File: config.mk
export PLATFORM = sky130hd
export DESIGN_NAME = sub_arbiter
export DESIGN_NICKNAME = d
export VERILOG_FILES = /design/src/rtl/sub_arbiter_pkg.sv /design/src/rtl/sub_arbiter_sub.sv /design/src/rtl/sub_arbiter.sv
export SDC_FILE = /design/constraint.sdc
export NUM_CORES = 1
export LEC_CHECK = 0
export CAP_MARGIN = 20
export CORE_UTILIZATION = 39
export CTS_BUF_LIST = sky130_fd_sc_hd__clkbuf_4 sky130_fd_sc_hd__clkbuf_8
export CTS_CLUSTER_DIAMETER = 50
export DETAILED_ROUTE_END_ITERATION = 10
export GPL_TIMING_DRIVEN = 0
export PLACE_DENSITY = 0.77
export SETUP_SLACK_MARGIN = 0.2
export SYNTH_ARGS = -nofsm -noshare
export SYNTH_HDL_FRONTEND = slang
export SYNTH_SLANG_ARGS = --single-unit
File: constraint.sdc
create_clock -name clk -period 4.2 [get_ports clk]
set_clock_uncertainty 0.05 [all_clocks]
set_input_delay 0.63 -clock clk [delete_from_list [all_inputs] [get_ports clk]]
set_output_delay 0.63 -clock clk [all_outputs]
set_load 0.03 [all_outputs]
File: src/rtl/sub_arbiter_pkg.sv
// Shared definitions for the two-requester subtract arbiter: datapath width,
// result-slot state encoding and requester id type.
package sub_arbiter_pkg;

  localparam int DATA_W = 32;

  typedef logic [DATA_W-1:0] data_t;

  typedef enum logic {
    ST_EMPTY = 1'b0,
    ST_FULL  = 1'b1
  } slot_state_e;

  typedef logic req_id_t;

  localparam req_id_t REQ0 = 1'b0;
  localparam req_id_t REQ1 = 1'b1;

endpackage : sub_arbiter_pkg

File: src/rtl/sub_arbiter_sub.sv
// Shared subtract unit: purely combinational a - b, wrapping modulo 2^DATA_W.
module sub_arbiter_sub
  import sub_arbiter_pkg::*;
(
  input  logic [DATA_W-1:0] a,
  input  logic [DATA_W-1:0] b,
  output logic [DATA_W-1:0] diff
);

  assign diff = a - b;

endmodule : sub_arbiter_sub

File: src/rtl/sub_arbiter.sv
// Round-robin arbiter sharing one subtractor between two requesters, with a
// one-entry result slot. Define SUB_ARBITER_FLAGS_EN to add rsp_zero/rsp_borrow.
module sub_arbiter
  import sub_arbiter_pkg::*;
(
  input  logic              clk,
  input  logic              rst_n,
  input  logic              req0_valid,
  output logic              req0_ready,
  input  logic [DATA_W-1:0] req0_a,
  input  logic [DATA_W-1:0] req0_b,
  input  logic              req1_valid,
  output logic              req1_ready,
  input  logic [DATA_W-1:0] req1_a,
  input  logic [DATA_W-1:0] req1_b,
  output logic              rsp_valid,
  input  logic              rsp_ready,
  output logic              rsp_id,
  output logic [DATA_W-1:0] rsp_diff
`ifdef SUB_ARBITER_FLAGS_EN
  ,
  output logic              rsp_zero,
  output logic              rsp_borrow
`endif
);

  slot_state_e state_q, state_d;
  req_id_t     last_grant_q, last_grant_d;
  req_id_t     id_q, id_d;
  data_t       diff_q, diff_d;

  logic    can_accept;
  logic    grant0, grant1, grant_any;
  req_id_t grant_id;
  data_t   op_a, op_b, sub_diff;

  // A draining slot can be refilled in the same cycle, giving full throughput.
  // Grants are masked while reset is asserted so both readys read 0.
  always_comb begin
    can_accept = (state_q == ST_EMPTY) || rsp_ready;
    grant0     = rst_n && can_accept && req0_valid && (!req1_valid || (last_grant_q == REQ1));
    grant1     = rst_n && can_accept && req1_valid && (!req0_valid || (last_grant_q == REQ0));
    grant_any  = grant0 || grant1;
    grant_id   = grant1 ? REQ1 : REQ0;
    op_a       = (grant_id == REQ1) ? req1_a : req0_a;
    op_b       = (grant_id == REQ1) ? req1_b : req0_b;
  end

  assign req0_ready = grant0;
  assign req1_ready = grant1;

  sub_arbiter_sub u_sub (
    .a    (op_a),
    .b    (op_b),
    .diff (sub_diff)
  );

  always_comb begin
    // NOTE: every next-state signal gets its hold value first; a path that
    // leaves one unassigned would infer a latch.
    state_d      = state_q;
    last_grant_d = last_grant_q;
    id_d         = id_q;
    diff_d       = diff_q;
    if (grant_any) begin
      state_d      = ST_FULL;
      last_grant_d = grant_id;
      id_d         = grant_id;
      diff_d       = sub_diff;
    end else if ((state_q == ST_FULL) && rsp_ready) begin
      state_d = ST_EMPTY;
    end
  end

  // NOTE: registers use non-blocking assignments so every flop samples the
  // pre-edge values regardless of statement order.
  always_ff @(posedge clk or negedge rst_n) begin
    if (!rst_n) begin
      state_q      <= ST_EMPTY;
      last_grant_q <= REQ1;
    end else begin
      state_q      <= state_d;
      last_grant_q <= last_grant_d;
    end
  end

  always_ff @(posedge clk or negedge rst_n) begin
    if (!rst_n) begin
      id_q   <= REQ0;
      diff_q <= '0;
    end else begin
      id_q   <= id_d;
      diff_q <= diff_d;
    end
  end

  assign rsp_valid = (state_q == ST_FULL);
  assign rsp_id    = id_q;
  assign rsp_diff  = diff_q;

`ifdef SUB_ARBITER_FLAGS_EN
  logic zero_q, borrow_q;

  always_ff @(posedge clk or negedge rst_n) begin
    if (!rst_n) begin
      zero_q   <= 1'b0;
      borrow_q <= 1'b0;
    end else if (grant_any) begin
      zero_q   <= (sub_diff == '0);
      borrow_q <= (op_a < op_b);
    end
  end

  assign rsp_zero   = zero_q;
  assign rsp_borrow = borrow_q;
`endif

endmodule : sub_arbiter

==> impl_metrics.csv <==
group,metric,value,unit
setup_path,path_delay_family,"compound AO/OA/AOI/OAI gates",
place,dp_cells,759,
timing,min_period,3.92,ns
synthesis,synthesis.nets,648,
timing,setup_viol,0,
route,vias_per_cell,5.21,
timing,finalMaxSlewViolations,0,
clock_network,htree_levels,2,
route,drt-pass1-iter-count,7,
setup_path,cp.arrival,4.02,ns
setup_path,crit-reg2reg-launch,"rsp_valid",
clock_network,cts_tree,"built",
timing,worst-slew-pin-transition,0.574,ns
timing,finalCritPeriodShare,93.3,%
synthesis,synth-edff-count,0,
setup_path,end_kind,"flop",
clock_network,cts.clk_slew.worst_paths,0.08,ns
setup_path,crit_path_max_incr_delay,0.46,ns
setup_path,crit_buf_inv,4,
die,rows,34,
timing,relSlewSlack,61.3,%
synthesis,synth_cells,483,
synthesis,synth_flop_cell,"dfrtp_1",
setup_path,cp_slowest_cell,"o41a_1",
clock_network,clock_path_buffers,2,
global_route,grt_max_degree,37,
timing,fin_hold_ws,0.115,ns
synthesis,synth_seq_cells,35,
layout,layout.nets,843,
setup_path,reg2reg_to,"rsp_diff[27]",
global_route,grt_pass1_wl,18700,um
timing,grt_setup_unrepaired,"no",
power_and_ir_drop,ir_drop,0.153,mV
setup_path,r2r_slack,0.44,ns
synthesis,synth_warnings,0,
layout,fill_cells,764,
setup_path,cp-start-kind,"primary input",
run_status,violations,"design-rule violations",
synthesis,synth.cell_area,0.00360,mm2
route,drcViolationCount,10,
clock_network,clock_latency,0.29,ns
layout,antenna_cells,0,
setup_path,setup.worst_path.start,"rsp_ready",
route,wl_per_cell,14.4,um
synthesis,synthArstFlopShare,100,%
power_and_ir_drop,power-per-cell-area,355,mW/mm2
global_route,grtUsageTotal,23.7,%
layout,final_layout_size_suffix_gt1_share,10.2,%
clock_network,cts_hold_buf,0,
route,via_count,4104,
synthesis,yosysTopAreaCell,"dfrtp_1",
place,port_buffers,168,
synthesis,ys_types,44,
timing,fmax,255,MHz
power_and_ir_drop,p_total,2.11,mW
synthesis,synth_top_area_share,23.6,%
global_route,grt_pass1_vias,4033,
power_and_ir_drop,power_leakage,2.66,nW
setup_path,path_class,"primary input to flop",
setup_path,worstRegToRegCells,16,
place,gp_congestion,0.867,
min_path,min_path_type,"primary input to async pin",
synthesis,ys_seq_area_share,24.4,%
synthesis,synth_common_cells,"nand2_1, o21ai_0, dfrtp_1",
route,wirelength,11300,um
clock_network,numClockSinks,35,
die,start_util,40.7,%
place,dp_hpwl,8840,um
timing,hold_violations,0,
synthesis,yosys.cell_count.top_type,"nand2_1",
route,ant_nets,0,
global_route,grt_overflow,0,
setup_path,critical_path_peak_fanout,5,
die,die_w,98.1,um
die,io_pins,169,
run_status,status,"finished with violations",
die,die_h,98.1,um
die,die_area,0.00962,mm2
job,maxCapViolCount,0,
clock_network,cts_root_buf,"clkbuf_8",
layout,final_cells,787,
setup_path,cp.required,4.30,ns
die,coreArea,0.00885,mm2
setup_path,worstPathCellList,"dlygate4sd2_1 > nand2b_4 > and2_4 > nand3_4 > inv_4 > clkbuf_16 > buf_4 > mux2i_4 > ha_4 > o21a_1 > o31a_1 > o31a_1 > o41a_1 > a211o_4 > o211ai_4 > and3_1 > o31ai_1",
synthesis,synth.area.top_cells,"dfrtp_1, nand2_1, ha_1, mux2i_1, o21ai_0",
clock_network,numCtsBuffers,5,
setup_path,crit_top_cell,"o31a_1",
synthesis,avgSynthCellArea,7.46,um2
layout,syn2layout_area_growth,64.9,%
route,drt_first_iter_violations,156,
global_route,antenna_found_initial,0,
[per-layer routing]
metal  vias up  share of wire (%)  track usage [%]
met4         0                1.5             4.08
met1      1901                 44             29.8
met5         -                  0                0
li1       2078                  -                -
met2       109                 50             43.7
met3        16                4.0             3.01
[where the power goes]
group	total, mW	switching, mW	leakage (nW)	internal, mW
Clock	0.245	0.130	0.0402	0.115
Combinational	1.35	0.727	2.19	0.623
Sequential	0.513	0.0634	0.428	0.450
Total	2.11	0.920	2.66	1.19
[flip-flops by register name (all words and copies together), names as in the netlist]
name          cells
rsp_diff         32
last_grant_q      1
rsp_id            1
rsp_valid         1
[repair_timing]
action / 4_1_cts / 5_1_grt
cloned: 1 / 0
setup buffers: 16 / 5
resized for setup: 44 / 20
pin swaps: 12 / 8
endpoints found under the setup margin: 27 / 14
[worst register-to-register path, stage by stage (launching register included)]
cell       delay, ns
dfrtp_1         0.43
nand2b_4        0.10
and2_4          0.16
nand3_4         0.10
inv_4           0.10
clkbuf_16       0.16
buf_4           0.13
mux2i_4         0.24
ha_4            0.23
o21a_1          0.18
o31a_1          0.13
o31a_1          0.29
o41a_1          0.46
a211o_4         0.41
o211ai_4        0.22
and3_1          0.19
o31ai_1         0.07
[cells by family (layout without fill, tap and decap cells)]
family | count (synthesis) | in the layout | synth area share (%)
flip-flops | 35 | 35 | 24.4
AO/OA/AOI/OAI | 120 | 120 | 21.2
buffers and inverters | 32 | 228 | 3.34
adder cells (fa/ha/maj) | 32 | 32 | 11.3
AND/OR/NAND/NOR | 205 | 205 | 24.3
multiplexers | 33 | 33 | 9.17
XOR/XNOR | 26 | 26 | 6.32
[layout make-up]
class | count | area, um2 | area share [%]
Tap cell | 108 | 135 | 2.28
Multi-Input combinational cell | 416 | 2790 | 47.0
Buffer | 20 | 149 | 2.51
Timing Repair Buffer | 190 | 1860 | 31.3
Sequential cell | 35 | 877 | 14.8
Inverter | 10 | 40.0 | 0.674
Clock inverter | 3 | 20.0 | 0.337
Clock buffer | 5 | 68.8 | 1.16
[per-stage QoR]
stage / worst slack, ns / setup TNS (ns) / util [%] / area, um2
detailed placement: -1.24 / -21.07 / 61.3 / 5430
floorplan: 0.215 / 0 / - / 3610
finish: 0.282 / 0 / 67.1 / 5940
CTS: 0.230 / 0 / 65.9 / 5830
global route: 0.172 / 0 / 67.1 / 5940
global placement: -2.20 / -49.65 / 61.4 / 5430
[worst max-delay path by stage]
stage	to	slack, ns	depth (start not counted)
final	rsp_diff[27]	0.28	17
after global routing	rsp_diff[27]	0.17	17
after CTS	rsp_diff[27]	0.23	17
after detailed placement	rsp_diff[28]	-1.24	17
after global placement	rsp_diff[28]	-2.20	18
after floorplan	rsp_diff[27]	0.21	17
[placed cells by master, fill, tap and decap left out, types with 3 or more instances in the layout]
| cell type | count |
|---|---|
| mux2i_1 | 31 |
| nand3_1 | 14 |
| xnor2_1 | 11 |
| buf_12 | 3 |
| a21o_1 | 18 |
| buf_1 | 3 |
| nand2_2 | 3 |
| dlygate4sd2_1 | 3 |
| o21a_1 | 6 |
| dfrtp_1 | 34 |
| and3_1 | 5 |
| clkbuf_8 | 7 |
| a21oi_1 | 23 |
| nand2_1 | 143 |
| clkdlybuf4s50_1 | 164 |
| o31ai_1 | 4 |
| o21bai_1 | 3 |
| nand4_1 | 3 |
| a211oi_1 | 3 |
| ha_1 | 28 |
| clkbuf_1 | 10 |
| xor2_1 | 15 |
| a21oi_2 | 4 |
| inv_1 | 9 |
| o21ai_0 | 34 |
| nand2b_1 | 5 |
| nor2_1 | 11 |
| buf_4 | 21 |
| and2_1 | 4 |
| nor3_1 | 6 |
No activity file was read; power rests on OpenSTA's default activity.
